$ cat src/rtl/tensor_operand_loader.sv
// Operand staging buffer and streamer feeding the tensor unit's A/B inputs.
// Optional completion-wait timeout is enabled by defining TENSOR_LOADER_TIMEOUT_EN.
module tensor_operand_loader #(
  parameter int NUM_ELEMS      = 4,
  parameter int DATA_WIDTH     = 32,
  parameter int TIMEOUT_CYCLES = 256
) (
  input  logic                         clk,
  input  logic                         reset,
  input  logic                         wr_valid,
  input  logic                         wr_sel,
  input  logic [$clog2(NUM_ELEMS)-1:0] wr_idx,
  input  logic [DATA_WIDTH-1:0]        wr_data,
  output logic                         wr_ready,
  input  logic                         start_req,
  output logic                         start_ack,
  output logic                         start_nack,
  output logic                         busy,
  output logic                         operands_full,
  output logic                         tensor_load_start,
  output logic [DATA_WIDTH-1:0]        data_out_a,
  output logic [DATA_WIDTH-1:0]        data_out_b,
  input  logic                         tensor_load_done,
  input  logic                         tensor_store_done,
  output logic                         timeout_err
);

  localparam int IW = $clog2(NUM_ELEMS);
  localparam logic [IW-1:0] LAST_IDX = IW'(NUM_ELEMS - 1);

  typedef enum logic [2:0] {
    IDLE       = 3'd0,
    LAUNCH     = 3'd1,
    STREAM     = 3'd2,
    WAIT_LOAD  = 3'd3,
    WAIT_STORE = 3'd4
  } state_t;

  state_t                state;
  logic [IW-1:0]         k;
  logic [NUM_ELEMS-1:0]  mask_a;
  logic [NUM_ELEMS-1:0]  mask_b;
  logic [NUM_ELEMS-1:0]  mask_a_nxt;
  logic [NUM_ELEMS-1:0]  mask_b_nxt;
  logic                  load_seen;
  logic                  store_seen;
  logic                  wr_fire;
  logic                  load_adv;
  logic                  store_adv;
  logic                  timeout_hit;
  logic [DATA_WIDTH-1:0] buf_a [NUM_ELEMS];
  logic [DATA_WIDTH-1:0] buf_b [NUM_ELEMS];

  // Handshake qualifiers; done pulses that arrived early count through the latches.
  always_comb begin
    wr_fire   = wr_valid && wr_ready;
    load_adv  = (state == WAIT_LOAD) && (tensor_load_done || load_seen);
    store_adv = (state == WAIT_STORE) && (tensor_store_done || store_seen);
  end

  // Written-mask update: completion or timeout clears, an accepted write sets a bit.
  always_comb begin
    mask_a_nxt = mask_a;
    mask_b_nxt = mask_b;
    if (store_adv || timeout_hit) begin
      mask_a_nxt = '0;
      mask_b_nxt = '0;
    end else if (wr_fire) begin
      if (wr_sel) begin
        mask_b_nxt[wr_idx] = 1'b1;
      end else begin
        mask_a_nxt[wr_idx] = 1'b1;
      end
    end else begin
      mask_a_nxt = mask_a;
      mask_b_nxt = mask_b;
    end
  end

  // Staging buffer storage; contents are don't-care after reset.
  always_ff @(posedge clk) begin
    if (wr_fire) begin
      if (wr_sel) begin
        buf_b[wr_idx] <= wr_data;
      end else begin
        buf_a[wr_idx] <= wr_data;
      end
    end
  end

`ifdef TENSOR_LOADER_TIMEOUT_EN
  localparam int TW = $clog2(TIMEOUT_CYCLES + 1);
  localparam logic [TW-1:0] TLIM = TW'(TIMEOUT_CYCLES - 1);
  logic [TW-1:0] tcnt;

  always_comb begin
    timeout_hit = (((state == WAIT_LOAD) && !load_adv) ||
                   ((state == WAIT_STORE) && !store_adv)) && (tcnt == TLIM);
  end

  // Wait-cycle counter restarts on every wait-state entry; error flag is sticky.
  always_ff @(posedge clk) begin
    if (reset) begin
      tcnt        <= '0;
      timeout_err <= 1'b0;
    end else begin
      if (timeout_hit) begin
        timeout_err <= 1'b1;
      end
      if ((state == WAIT_LOAD || state == WAIT_STORE) && !load_adv && !store_adv && !timeout_hit) begin
        tcnt <= tcnt + TW'(1);
      end else begin
        tcnt <= '0;
      end
    end
  end
`else
  assign timeout_hit = 1'b0;
  assign timeout_err = 1'b0;
`endif

  // Main control FSM with all handshake and stream outputs registered.
  always_ff @(posedge clk) begin
    if (reset) begin
      state             <= IDLE;
      k                 <= '0;
      mask_a            <= '0;
      mask_b            <= '0;
      operands_full     <= 1'b0;
      wr_ready          <= 1'b0;
      start_ack         <= 1'b0;
      start_nack        <= 1'b0;
      busy              <= 1'b0;
      tensor_load_start <= 1'b0;
      data_out_a        <= '0;
      data_out_b        <= '0;
      load_seen         <= 1'b0;
      store_seen        <= 1'b0;
    end else begin
      start_ack         <= 1'b0;
      start_nack        <= 1'b0;
      tensor_load_start <= 1'b0;
      data_out_a        <= '0;
      data_out_b        <= '0;
      mask_a            <= mask_a_nxt;
      mask_b            <= mask_b_nxt;
      operands_full     <= (&mask_a_nxt) & (&mask_b_nxt);
      case (state)
        IDLE: begin
          load_seen  <= 1'b0;
          store_seen <= 1'b0;
          k          <= '0;
          // Decision uses operands_full from before any same-cycle write.
          if (start_req && operands_full) begin
            start_ack <= 1'b1;
            busy      <= 1'b1;
            wr_ready  <= 1'b0;
            state     <= LAUNCH;
          end else begin
            start_nack <= start_req;
            wr_ready   <= 1'b1;
          end
        end
        LAUNCH: begin
          tensor_load_start <= 1'b1;
          k                 <= '0;
          load_seen         <= load_seen | tensor_load_done;
          store_seen        <= store_seen | tensor_store_done;
          state             <= STREAM;
        end
        STREAM: begin
          data_out_a <= buf_a[k];
          data_out_b <= buf_b[k];
          k          <= k + IW'(1);
          load_seen  <= load_seen | tensor_load_done;
          store_seen <= store_seen | tensor_store_done;
          if (k == LAST_IDX) begin
            state <= WAIT_LOAD;
          end
        end
        WAIT_LOAD: begin
          store_seen <= store_seen | tensor_store_done;
          if (load_adv) begin
            state <= WAIT_STORE;
          end else if (timeout_hit) begin
            busy     <= 1'b0;
            wr_ready <= 1'b1;
            state    <= IDLE;
          end
        end
        WAIT_STORE: begin
          if (store_adv || timeout_hit) begin
            busy     <= 1'b0;
            wr_ready <= 1'b1;
            state    <= IDLE;
          end
        end
        default: begin
          busy     <= 1'b0;
          wr_ready <= 1'b0;
          state    <= IDLE;
        end
      endcase
    end
  end

endmodule

$ cat config.mk
export PLATFORM = sky130hd
export DESIGN_NAME = tensor_operand_loader
export DESIGN_NICKNAME = d
export VERILOG_FILES = /design/src/rtl/tensor_operand_loader.sv
export SDC_FILE = /design/constraint.sdc
export NUM_CORES = 1
export LEC_CHECK = 0
export CAP_MARGIN = 40
export CORE_MARGIN = 1.5
export CORE_UTILIZATION = 40
export CTS_CLUSTER_SIZE = 12
export DETAILED_ROUTE_END_ITERATION = 10
export HOLD_SLACK_MARGIN = 0.05
export PLACE_DENSITY_LB_ADDON = 0.05
export SETUP_SLACK_MARGIN = 0.3
export SYNTH_ARGS = -nofsm -noshare
export SYNTH_HDL_FRONTEND = slang
export SYNTH_SLANG_ARGS = --single-unit
$ cat constraint.sdc
create_clock -name clk -period 5.1 [get_ports clk]
set_input_delay 1.02 -clock clk [delete_from_list [all_inputs] [get_ports clk]]
set_output_delay 1.02 -clock clk [all_outputs]
set_load 0.05 [all_outputs]
==> metrics.md, run 1 <==
| Metric | Value |
|---|---|
| First-pass GRT wire length | roughly 37000 µm |
| Sequential fraction of the synthesis area | ~80% |
| Rel. slew slack | a little under half |
| Switching Share | 20.7% |
| Achievable frequency | between 0.3 and 0.4 GHz |
| Top cells by area, synth | edfxtp_1, dfxtp_1, mux4_2 |
| Layout area overhead | 23.7% |
| CTS tree | done |
| Clock-pin slew on the worst setup and hold paths | around 0.06 ns |
| Endpoint class of the critical path | flop |
| DP HPWL | 14100 µm |
| Total CTS buffers | 37 |
| Crit path kind | primary input to flop |
| Final min period | 2.88 ns |
| CTS H-Tree Depth | 2 |
| Psw | about 1.2 mW |
| DRT antenna net count | 0 |
| Detailed-route wire length | between 20000 and 25000 µm |
| Leak Pwr | 4.71 nW |
| Worst VDD drop | 0.224 mV |
| Critical Path RT | approximately 5.3 ns |
| Number of nets in the layout | about 750 |
| Period utilization | between 50% and 60% |
| Setup TNS | 0 ns |
| Initial detailed-routing violation count | between 300 and 400 |
| Gates resized, CTS repair | 0 |
| Max-slew violations | 0 |
| Die H | ~180 µm |
| Startpoint types | primary input |
| Core area | roughly 0.030 mm² |
| Hold Violations, Final | 0 |
| Most common cell after layout, fill and taps aside | edfxtp_1 |
| GRT Total Usage | between 10% and 20% |
| Worst-margin pin slew | between 0.8 and 0.9 ns |
| Slowest-stage cell, CP | nor2_4 |
| Post-synth cell types | between 40 and 50 |
| PD cells | approximately 390 mW/mm² |
| Post-CTS Setup Inserts | 0 |
| Cell Int Power | 4.62 mW |
| Die area | a little over 0.03 mm² |
| Vias in the first global route | between 6000 and 7000 |
| CP Buf/Inv Count | 2 |
| Number of max-cap violations | 0 |
| Reg power frac | 52.6% |
| Die Wd | about 180 µm |
| Flops & latches, synth | 341 |
| Rows | 63 |
| Initial antenna violation count | 2 |
| Synth top area share | between 60% and 70% |
| Area leader, netlist | edfxtp_1 |
| Largest net degree at the start of global routing | 50 |
| Util after Layout | 50.2% |
| RSZ-0062 raised after global routing | no |
| Worst Hold Class | flop to flop |
| Clock sinks | 341 |
| Total power draw | between 5 and 6 mW |
| Port Buffers | 110 |
| Post-synthesis cell area | between 0.01 and 0.015 mm² |
| Status | completed |
| Hold-fix buffers, CTS | 0 |
| Post-DR wirelength/cell | slightly above 20 µm |
| Root buf cell | clkbuf_16 |
| Max clock buf depth | 3 |
| # setup viols final | 0 |
| Comb pwr share | about 4% |
| Synth warn | 0 |
| # DRC | 0 |
| DR vias | 5587 |
| Share of layout cells above drive strength 1 | a little over a fifth |
| Remaining global-route overflow | 0 |
| Vias per cell | 4.95 |
| Max incr delay on CP | about 0.73 ns |
| Average size of a mapped cell | about 21 µm² |
| Antenna cell count | 0 |
| Syn nets | roughly 600 |
| TritonRoute pass-1 iters | 4 |
| Cell family with most CP delay | simple AND/OR/NAND/NOR gates |
| Ports | 112 |
| Clock Latency Late Sink | ~0.51 ns |
| Clock network fraction of total power | between 40% and 50% |
| Starting Density | between 40% and 50% |
| Worst Path Max Fanout | 21 |
| GP Congestion | 0.709 |
| Most frequent cells in the layout | edfxtp_1, clkdlybuf4s50_1, dfxtp_1, mux4_2, nor2b_1 |
| Mapped Cells | approximately 570 |
| Cell Chain, Critical Path | clkdlybuf4s50_1, nand3b_1, nor2_4, buf_4 |
| Worst Path Arrival | about 3.1 ns |
| Layout Skew | 0.0118 ns |
## metrics by stage
step / setup slack, ns / hold WS (ns) / area, µm² / cells
finish: 2.22 / 0.480 / 14900 / 1129
floorplan: 1.06 / 0.441 / 12000 / 573
global route: 2.10 / 0.498 / 14900 / 1129
detailed placement: 1.65 / 0.470 / 13700 / 1061
CTS: 2.18 / 0.485 / 14900 / 1129
global placement: 1.64 / 0.465 / 13500 / 1054
## state kept, by name, indices dropped and copies added (netlist names), 2 cells and up
signal      count
mask_b          4
buf_b         128
data_out_a     32
mask_a          4
k               2
data_out_b     32
buf_a         128
state           3
## metal layers
metal | share of wire (%) | up-vias | track usage [%]
li1 | - | 2530 | -
met1 | 44 | 2896 | 21.2
met2 | 49 | 119 | 25.7
met3 | 4.6 | 38 | 3.36
met4 | 1.8 | 4 | 4.13
met5 | 0.13 | - | 0
## logic make-up after synthesis
kind of cell	share of synthesized area (%)
XOR/XNOR	0.0728
buffers and inverters	1.84
other	0.0312
flip-flops	78.0
AO/OA/AOI/OAI	1.68
AND/OR/NAND/NOR	6.01
adder cells (fa/ha/maj)	0.104
multiplexers	12.2
## area by class of cell
type,instances,area (µm²)
clock buffers,60,1100
clock inverters,8,67.6
fillers,2481,14800
inverters,1,3.75
multi-input cells,205,2480
flip-flops and latches,341,9400
well taps,390,488
repair buffers,124,1340
## power groups by stage
stage | Combinational [mW] | Sequential (mW) | Clock, mW
6_report | 0.238 | 3.07 | 2.52
5_1_grt | 0.259 | 3.07 | 2.70
4_1_cts | 0.242 | 3.07 | 2.59
3_5_place_dp | 0.242 | 3.13 | 0
3_3_place_gp | 0.229 | 3.13 | 0
2_1_floorplan | 0.0972 | 3.15 | 0
## final timing paths
check	end	slack, ns	startpoint	cells past startpoint
worst max-delay path	buf_a[2][25]	2.22	wr_idx[0]	4
worst min-delay path	mask_a[1]	0.48	mask_a[1]	1
worst max register to register	buf_a[2][25]	2.82	wr_ready	3
worst min register to register	mask_a[1]	0.48	mask_a[1]	1
## cell usage after synthesis
library cell / count
edfxtp_1: 256
dfxtp_1: 85
mux4_2: 64
nor2b_1: 51
buf_6: 12
nor2_1: 12
nor2b_4: 10
o21a_1: 8
nand2_1: 7
nor3_1: 7
clkbuf_1: 6
buf_2: 5
a21oi_1: 4
and2b_2: 4
a31oi_1: 3
mux2i_1: 3
nand2b_1: 3
o211ai_1: 3
buf_4: 2
nor3b_1: 2
nor4b_1: 2
o31ai_1: 2
a211oi_1: 1
a22o_1: 1
a22oi_1: 1
a31oi_2: 1
and4b_1: 1
buf_12: 1
conb_1: 1
ha_1: 1
inv_1: 1
nand3_1: 1
nand3_2: 1
nand3b_1: 1
o2111ai_1: 1
o21ai_0: 1
o21bai_1: 1
o32ai_1: 1
or2_1: 1
or2b_1: 1
or3_1: 1
or4_4: 1
or4b_1: 1
xnor2_1: 1
No activity file was read; power rests on OpenSTA's default activity.
==> inputs of run 2 (changes only) <==
clock period = 2.4 ns   (was 5.1 ns; I/O delays follow)
==> metrics.md, run 2 (synthesis gave the netlist of run 1 again) <==
| Metric | Value |
|---|---|
| Max incr delay on CP | 0.56 ns (-0.17 ns) |
| Comb pwr share | 4.1% (about the same) |
| Worst-margin pin slew | 0.518 ns (-0.283 ns) |
| Largest net degree at the start of global routing | 42 (-16%) |
| Clock Latency Late Sink | 0.51 ns (about the same) |
| Max-slew violations | 0 (unchanged) |
| Cell Int Power | 9.98 mW (+120%) |
| Status | completed |
| Endpoint class of the critical path | output pin |
| Vias per cell | 4.96 (+0.24%) |
| Worst Hold Class | flop to flop |
| Hold Startpoint | mask_a[1] |
| DR top layer | met4 |
| Vias in the first global route | 6221 (+0.83%) |
| Startpoint types | flop |
| GP Congestion | 0.730 (+3.0%) |
| DRT antenna net count | 0 (unchanged) |
| Achievable frequency | roughly 0.52 GHz |
| Core area | 0.0296 mm² (unchanged) |
| Switching Share | 20.3% (-0.43 points) |
| Initial antenna violation count | 0 (-2) |
| TritonRoute pass-1 iters | 4 (unchanged) |
| Clock-pin slew on the worst setup and hold paths | 0.06 ns (about the same) |
| Cell Chain, Critical Path | dlygate4sd2_1 |
| Clock sinks | 341 (unchanged) |
| Antenna cell count | 0 (unchanged) |
| Die Wd | 176 µm (unchanged) |
| Setup crit start | wr_ready |
| Number of nets in the layout | 764 (+1.6%) |
| Post-DR wirelength/cell | 20.2 µm (-2.1%) |
| CTS H-Tree Depth | 2 (unchanged) |
| Remaining global-route overflow | 0 (unchanged) |
| Hold-fix buffers, CTS | 0 (unchanged) |
| Met3 Wirelength | 1060 µm (-2.2%) |
| Final cell count without fillers | 1141 (+1.1%) |
| Design area | 0.0150 mm² (+0.59%) |
| Worst Path Max Fanout | 6 (-71%) |
| Slowest-stage cell, CP | dlygate4sd2_1 |
| Share of layout cells above drive strength 1 | 22.8% (+1.4 points) |
| Cell area after placement | 0.0138 mm² (+0.98%) |
| Max clock buf depth | 3 (unchanged) |
| Reg power frac | 52.0% (-0.6 points) |
| Most common cell after layout, fill and taps aside | edfxtp_1 |
| Crit path kind | flop to output pin |
| Most frequent cells in the layout | edfxtp_1, dfxtp_1, mux4_2, dlygate4sd2_1, nor2b_1 |
| Worst Path Arrival | 1.44 ns (-1.63 ns) |
| Gates resized, CTS repair | 64 (+64) |
| Layout area overhead | 24.4% |
| RSZ-0062 raised after global routing | no |
| Clock network fraction of total power | 43.9% (+0.6 points) |
| # setup viols final | 0 (unchanged) |
| Detailed-route wire length | 23100 µm (-1.0%) |
| Die area | 0.0311 mm² (unchanged) |
| Layout Skew | 0.0122 ns (+0.000345 ns) |
| PD cells | 837 mW/mm² (+110%) |
| DR vias | 5660 (+1.3%) |
| Post-CTS Setup Inserts | 0 (unchanged) |
| Number of max-cap violations | 0 (unchanged) |
| Starting Density | 40.6% (unchanged) |
| Psw | 2.54 mW (+110%) |
| Total CTS buffers | 37 (unchanged) |
| Detail Route met2 WL | 11400 µm (-0.71%) |
| R2r startpoint | state[2] |
| Final min period | between 1.5 and 2 ns |
| Port Buffers | 110 (unchanged) |
| Wl on met1 | 10300 µm (-0.47%) |
| Cell family with most CP delay | buffers and inverters |
| Setup ws final | 0.483 ns (-1.74 ns) |
| Die H | 176 µm (unchanged) |
| Leak Pwr | 5.21 nW (+11%) |
| Total power draw | 12.5 mW (+110%) |
| Number of cells after detailed placement | 1073 (+1.1%) |
| # DRC | 0 (unchanged) |
| Biggest regs | buf_a x128, buf_b x128 |
| Worst VDD drop | 0.452 mV (+100%) |
| Setup TNS | 0 ns (unchanged) |
| Rel. slew slack | 65.6% (+19 points) |
| Hold slack | 0.473 ns (-0.00733 ns) |
| CTS tree | done |
| Hold Violations, Final | 0 (unchanged) |
| Placement Setup Slack | 0.266 ns (-1.38 ns) |
| Rows | 63 (unchanged) |
| Root buf cell | clkbuf_16 |
| Initial detailed-routing violation count | 353 (+0.57%) |
| Critical Path RT | 1.92 ns (-3.37 ns) |
| First-pass GRT wire length | 36200 µm (-0.94%) |
| DP HPWL | 13700 µm (-2.5%) |
| Util after Layout | 50.5% (+0.30 points) |
| Period utilization | 79.9% |
| Ports | 112 (unchanged) |
| CP Buf/Inv Count | 1 (-1) |
| GRT Total Usage | 15.5% (-0.17 points) |
| Fillers | 2485 (+0.16%) |
## run 2: power groups by stage
| stage | Combinational [mW] | Sequential, mW | Clock (mW) |
|---|---|---|---|
| 5_1_grt | 0.550 | 6.53 | 5.94 |
| 3_5_place_dp | 0.530 | 6.64 | 0 |
| 3_3_place_gp | 0.519 | 6.64 | 0 |
| 6_report | 0.509 | 6.52 | 5.50 |
| 4_1_cts | 0.517 | 6.52 | 5.68 |
| 2_1_floorplan | 0.212 | 6.69 | 0 |
## run 2: path summary, 6_finish.rpt
check | endpoint | slack (ns) | cells past startpoint
setup reg to reg | busy | 0.68 | 4
hold reg to reg | mask_a[1] | 0.47 | 1
setup / recovery | wr_ready | 0.48 | 1
hold / removal | mask_a[1] | 0.47 | 1
## run 2: final cells by class
| cell class | count | area (µm²) | share of cell area [%] |
|---|---|---|---|
| Multi-Input combinational cell | 205 | 2490 | 16.7 |
| Timing Repair Buffer | 136 | 1390 | 9.31 |
| Clock inverter | 11 | 106 | 0.711 |
| Sequential cell | 341 | 9400 | 62.8 |
| Tap cell | 390 | 488 | 3.26 |
| Clock buffer | 57 | 1080 | 7.24 |
| Inverter | 1 | 3.75 | 0.0251 |
## run 2: layer usage
layer / global-route usage [%] / up-vias
met4: 4.06 / 0
met2: 25.9 / 122
met5: 0 / -
met3: 3.06 / 28
met1: 20.8 / 2951
li1: - / 2559
## run 2: worst register-to-register path, delay by kind of cell (launching register included)
| kind | cells | cell delay [ns] |
|---|---|---|
| compound gates | 2 | 0.25 |
| buf+inv | 1 | 0.16 |
| flops | 1 | 0.63 |
| simple gates | 1 | 0.55 |
==> inputs of run 3 (changes only) <==
clock period = 1.95 ns   (was 2.4 ns; I/O delays follow)
==> metrics.md, run 3 (synthesis gave the netlist of run 1 again) <==
| Metric | Value |
|---|---|
| Detailed-route wire length | 23100 µm (+0.20%) |
| Vias in the first global route | 6105 (-1.9%) |
| Layout area overhead | 26.4% |
| Leak Pwr | 4.88 nW (-6.4%) |
| Cell area after placement | 0.0140 mm² (+1.3%) |
| Cell Int Power | 12.0 mW (+20%) |
| Worst VDD drop | 0.580 mV (+28%) |
| Hold Violations, Final | 0 (unchanged) |
| Final min period | between 1.5 and 2 ns |
| Max clock buf depth | 3 (unchanged) |
| Switching Share | 20.1% (-0.18 points) |
| First-pass GRT wire length | 35700 µm (-1.6%) |
| Die H | 176 µm (unchanged) |
| Final cell count without fillers | 1151 (+0.88%) |
| PD cells | 989 mW/mm² (+18%) |
| Reg power frac | 53.2% (+1.2 points) |
| Number of cells after detailed placement | 1085 (+1.1%) |
| GRT Total Usage | 15.4% (-0.063 points) |
| Psw | 3.03 mW (+19%) |
| Remaining global-route overflow | 0 (unchanged) |
| TritonRoute pass-1 iters | 4 (unchanged) |
| Clock network fraction of total power | 42.2% (-1.7 points) |
| Antenna cell count | 0 (unchanged) |
| Layout Skew | 0.0199 ns (+0.00770 ns) |
| Clock sinks | 341 (unchanged) |
| Status | completed |
| Most common cell after layout, fill and taps aside | edfxtp_1 |
| # DRC | 0 (unchanged) |
| Initial antenna violation count | 0 (unchanged) |
| Initial detailed-routing violation count | 363 (+2.8%) |
| DP HPWL | 14300 µm (+4.1%) |
| GP Congestion | 0.760 (+4.1%) |
| Die Wd | 176 µm (unchanged) |
| Hold-fix buffers, CTS | 0 (unchanged) |
| WP depth | 1 (unchanged) |
| Cell Chain, Critical Path | clkdlybuf4s15_2 |
| Worst Hold Class | flop to flop |
| Endpoint class of the critical path | output pin |
| Share of layout cells above drive strength 1 | 32.6% (+9.8 points) |
| Hold slack | 0.476 ns (+0.00350 ns) |
| Max-slew violations | 0 (unchanged) |
| Comb pwr share | 4.6% (+0.5 points) |
| Crit path kind | flop to output pin |
| CP Buf/Inv Count | 1 (unchanged) |
| Ports | 112 (unchanged) |
| Core area | 0.0296 mm² (unchanged) |
| Port Buffers | 110 (unchanged) |
| Largest net degree at the start of global routing | 46 (+9.5%) |
| Post-DR wirelength/cell | 20.1 µm (-0.67%) |
| DR vias | 5691 (+0.55%) |
| Biggest regs | buf_a x128, buf_b x128 |
| Critical Path RT | 1.56 ns (-0.36 ns) |
| Design area | 0.0152 mm² (+1.6%) |
| Rows | 63 (unchanged) |
| Achievable frequency | roughly 0.62 GHz |
| Number of max-cap violations | 0 (unchanged) |
| # setup viols final | 0 (unchanged) |
| DRT antenna net count | 0 (unchanged) |
| CTS H-Tree Depth | 2 (unchanged) |
| Most frequent cells in the layout | edfxtp_1, dfxtp_1, mux4_2, clkdlybuf4s15_2, nor2b_1 |
| FF-to-FF path depth | 3 (-1) |
| Worst Path Max Fanout | 2 (-4) |
| Vias per cell | 4.94 (-0.33%) |
| Root buf cell | clkbuf_16 |
| CTS tree | done |
| RSZ-0062 raised after global routing | no |
| Period utilization | between 80% and 90% |
| Startpoint types | flop |
| Number of nets in the layout | 777 (+1.7%) |
| Hold Path Depth | 1 (unchanged) |
| Clock Latency Late Sink | 0.51 ns (about the same) |
| Clock-pin slew on the worst setup and hold paths | 0.06 ns (about the same) |
| Slowest-stage cell, CP | clkdlybuf4s15_2 |
| Worst Path Arrival | 1.21 ns (-0.23 ns) |
| Max incr delay on CP | 0.37 ns (-0.19 ns) |
| Die area | 0.0311 mm² (unchanged) |
| Starting Density | 40.6% (unchanged) |
| Total CTS buffers | 36 (-2.7%) |
| Cell family with most CP delay | buffers and inverters |
[run 3: cell types whose count changed in the layout (fill, tap and decap cells not counted), sizes merged]
cell,delta
bufinv,-1
dlygate4sd2,-64
clkdlybuf4s15,+60
inv,-1
buf,+24
dlymetal6s2s,-6
clkbuf,-2
[run 3: layer usage]
| metal | share of wire [%] | vias up | GRT usage, % | routed length [µm] |
|---|---|---|---|---|
| met5 | 0 | - | 0 | 0 |
| met4 | 2.0 | 0 | 4.73 | 471 |
| met3 | 4.4 | 41 | 2.76 | 1020 |
| met2 | 49 | 148 | 26.0 | 11400 |
| met1 | 44 | 2912 | 20.4 | 10200 |
| li1 | - | 2590 | - | - |
[run 3: repair_timing]
| action | CTS | global route |
|---|---|---|
| buffers inserted | 2 | 0 |
| resized for setup | 188 | 3 |
| setup endpoints to repair | 63 | 6 |
| endpoints found under the hold margin | 0 | 0 |
[run 3: path summary, 6_finish.rpt]
path / startpoint / endpoint / slack [ns]
min reg2reg: mask_a[1] / mask_a[1] / 0.48
max reg2reg: k[0] / data_out_a[0] / 0.39
min: mask_a[1] / mask_a[1] / 0.48
max: busy / busy / 0.35
[run 3: per-stage QoR]
step | setup WS (ns) | power, mW | utilization (%) | TNS (ns)
after floorplan | -0.204 | 8.50 | - | -8.13
after global placement | -0.139 | 8.86 | 47.3 | -12.11
after detailed placement | -0.127 | 8.87 | 47.3 | -14.40
after CTS | 0.278 | 15.2 | 51.3 | 0
after global routing | 0.317 | 15.6 | 51.3 | 0
final | 0.350 | 15.0 | 51.3 | 0
[run 3: power groups by stage]
| stage | sequential, mW | combinational, mW | clock, mW |
|---|---|---|---|
| 6_report | 8.01 | 0.689 | 6.34 |
| 5_1_grt | 8.01 | 0.745 | 6.80 |
| 4_1_cts | 8.01 | 0.701 | 6.54 |
| 3_5_place_dp | 8.16 | 0.705 | 0 |
| 3_3_place_gp | 8.16 | 0.701 | 0 |
| 2_1_floorplan | 8.24 | 0.268 | 0 |
[run 3: area by class of cell]
class                      instances  area (µm²)
fill                            2401       14400
sequential                       341        9400
multi-input combinational        205        2500
timing repair buffer             150        1710
clock buffer                      55        1030
tap                              390         488
clock inverter                     9        73.8
inverter                           1        3.75
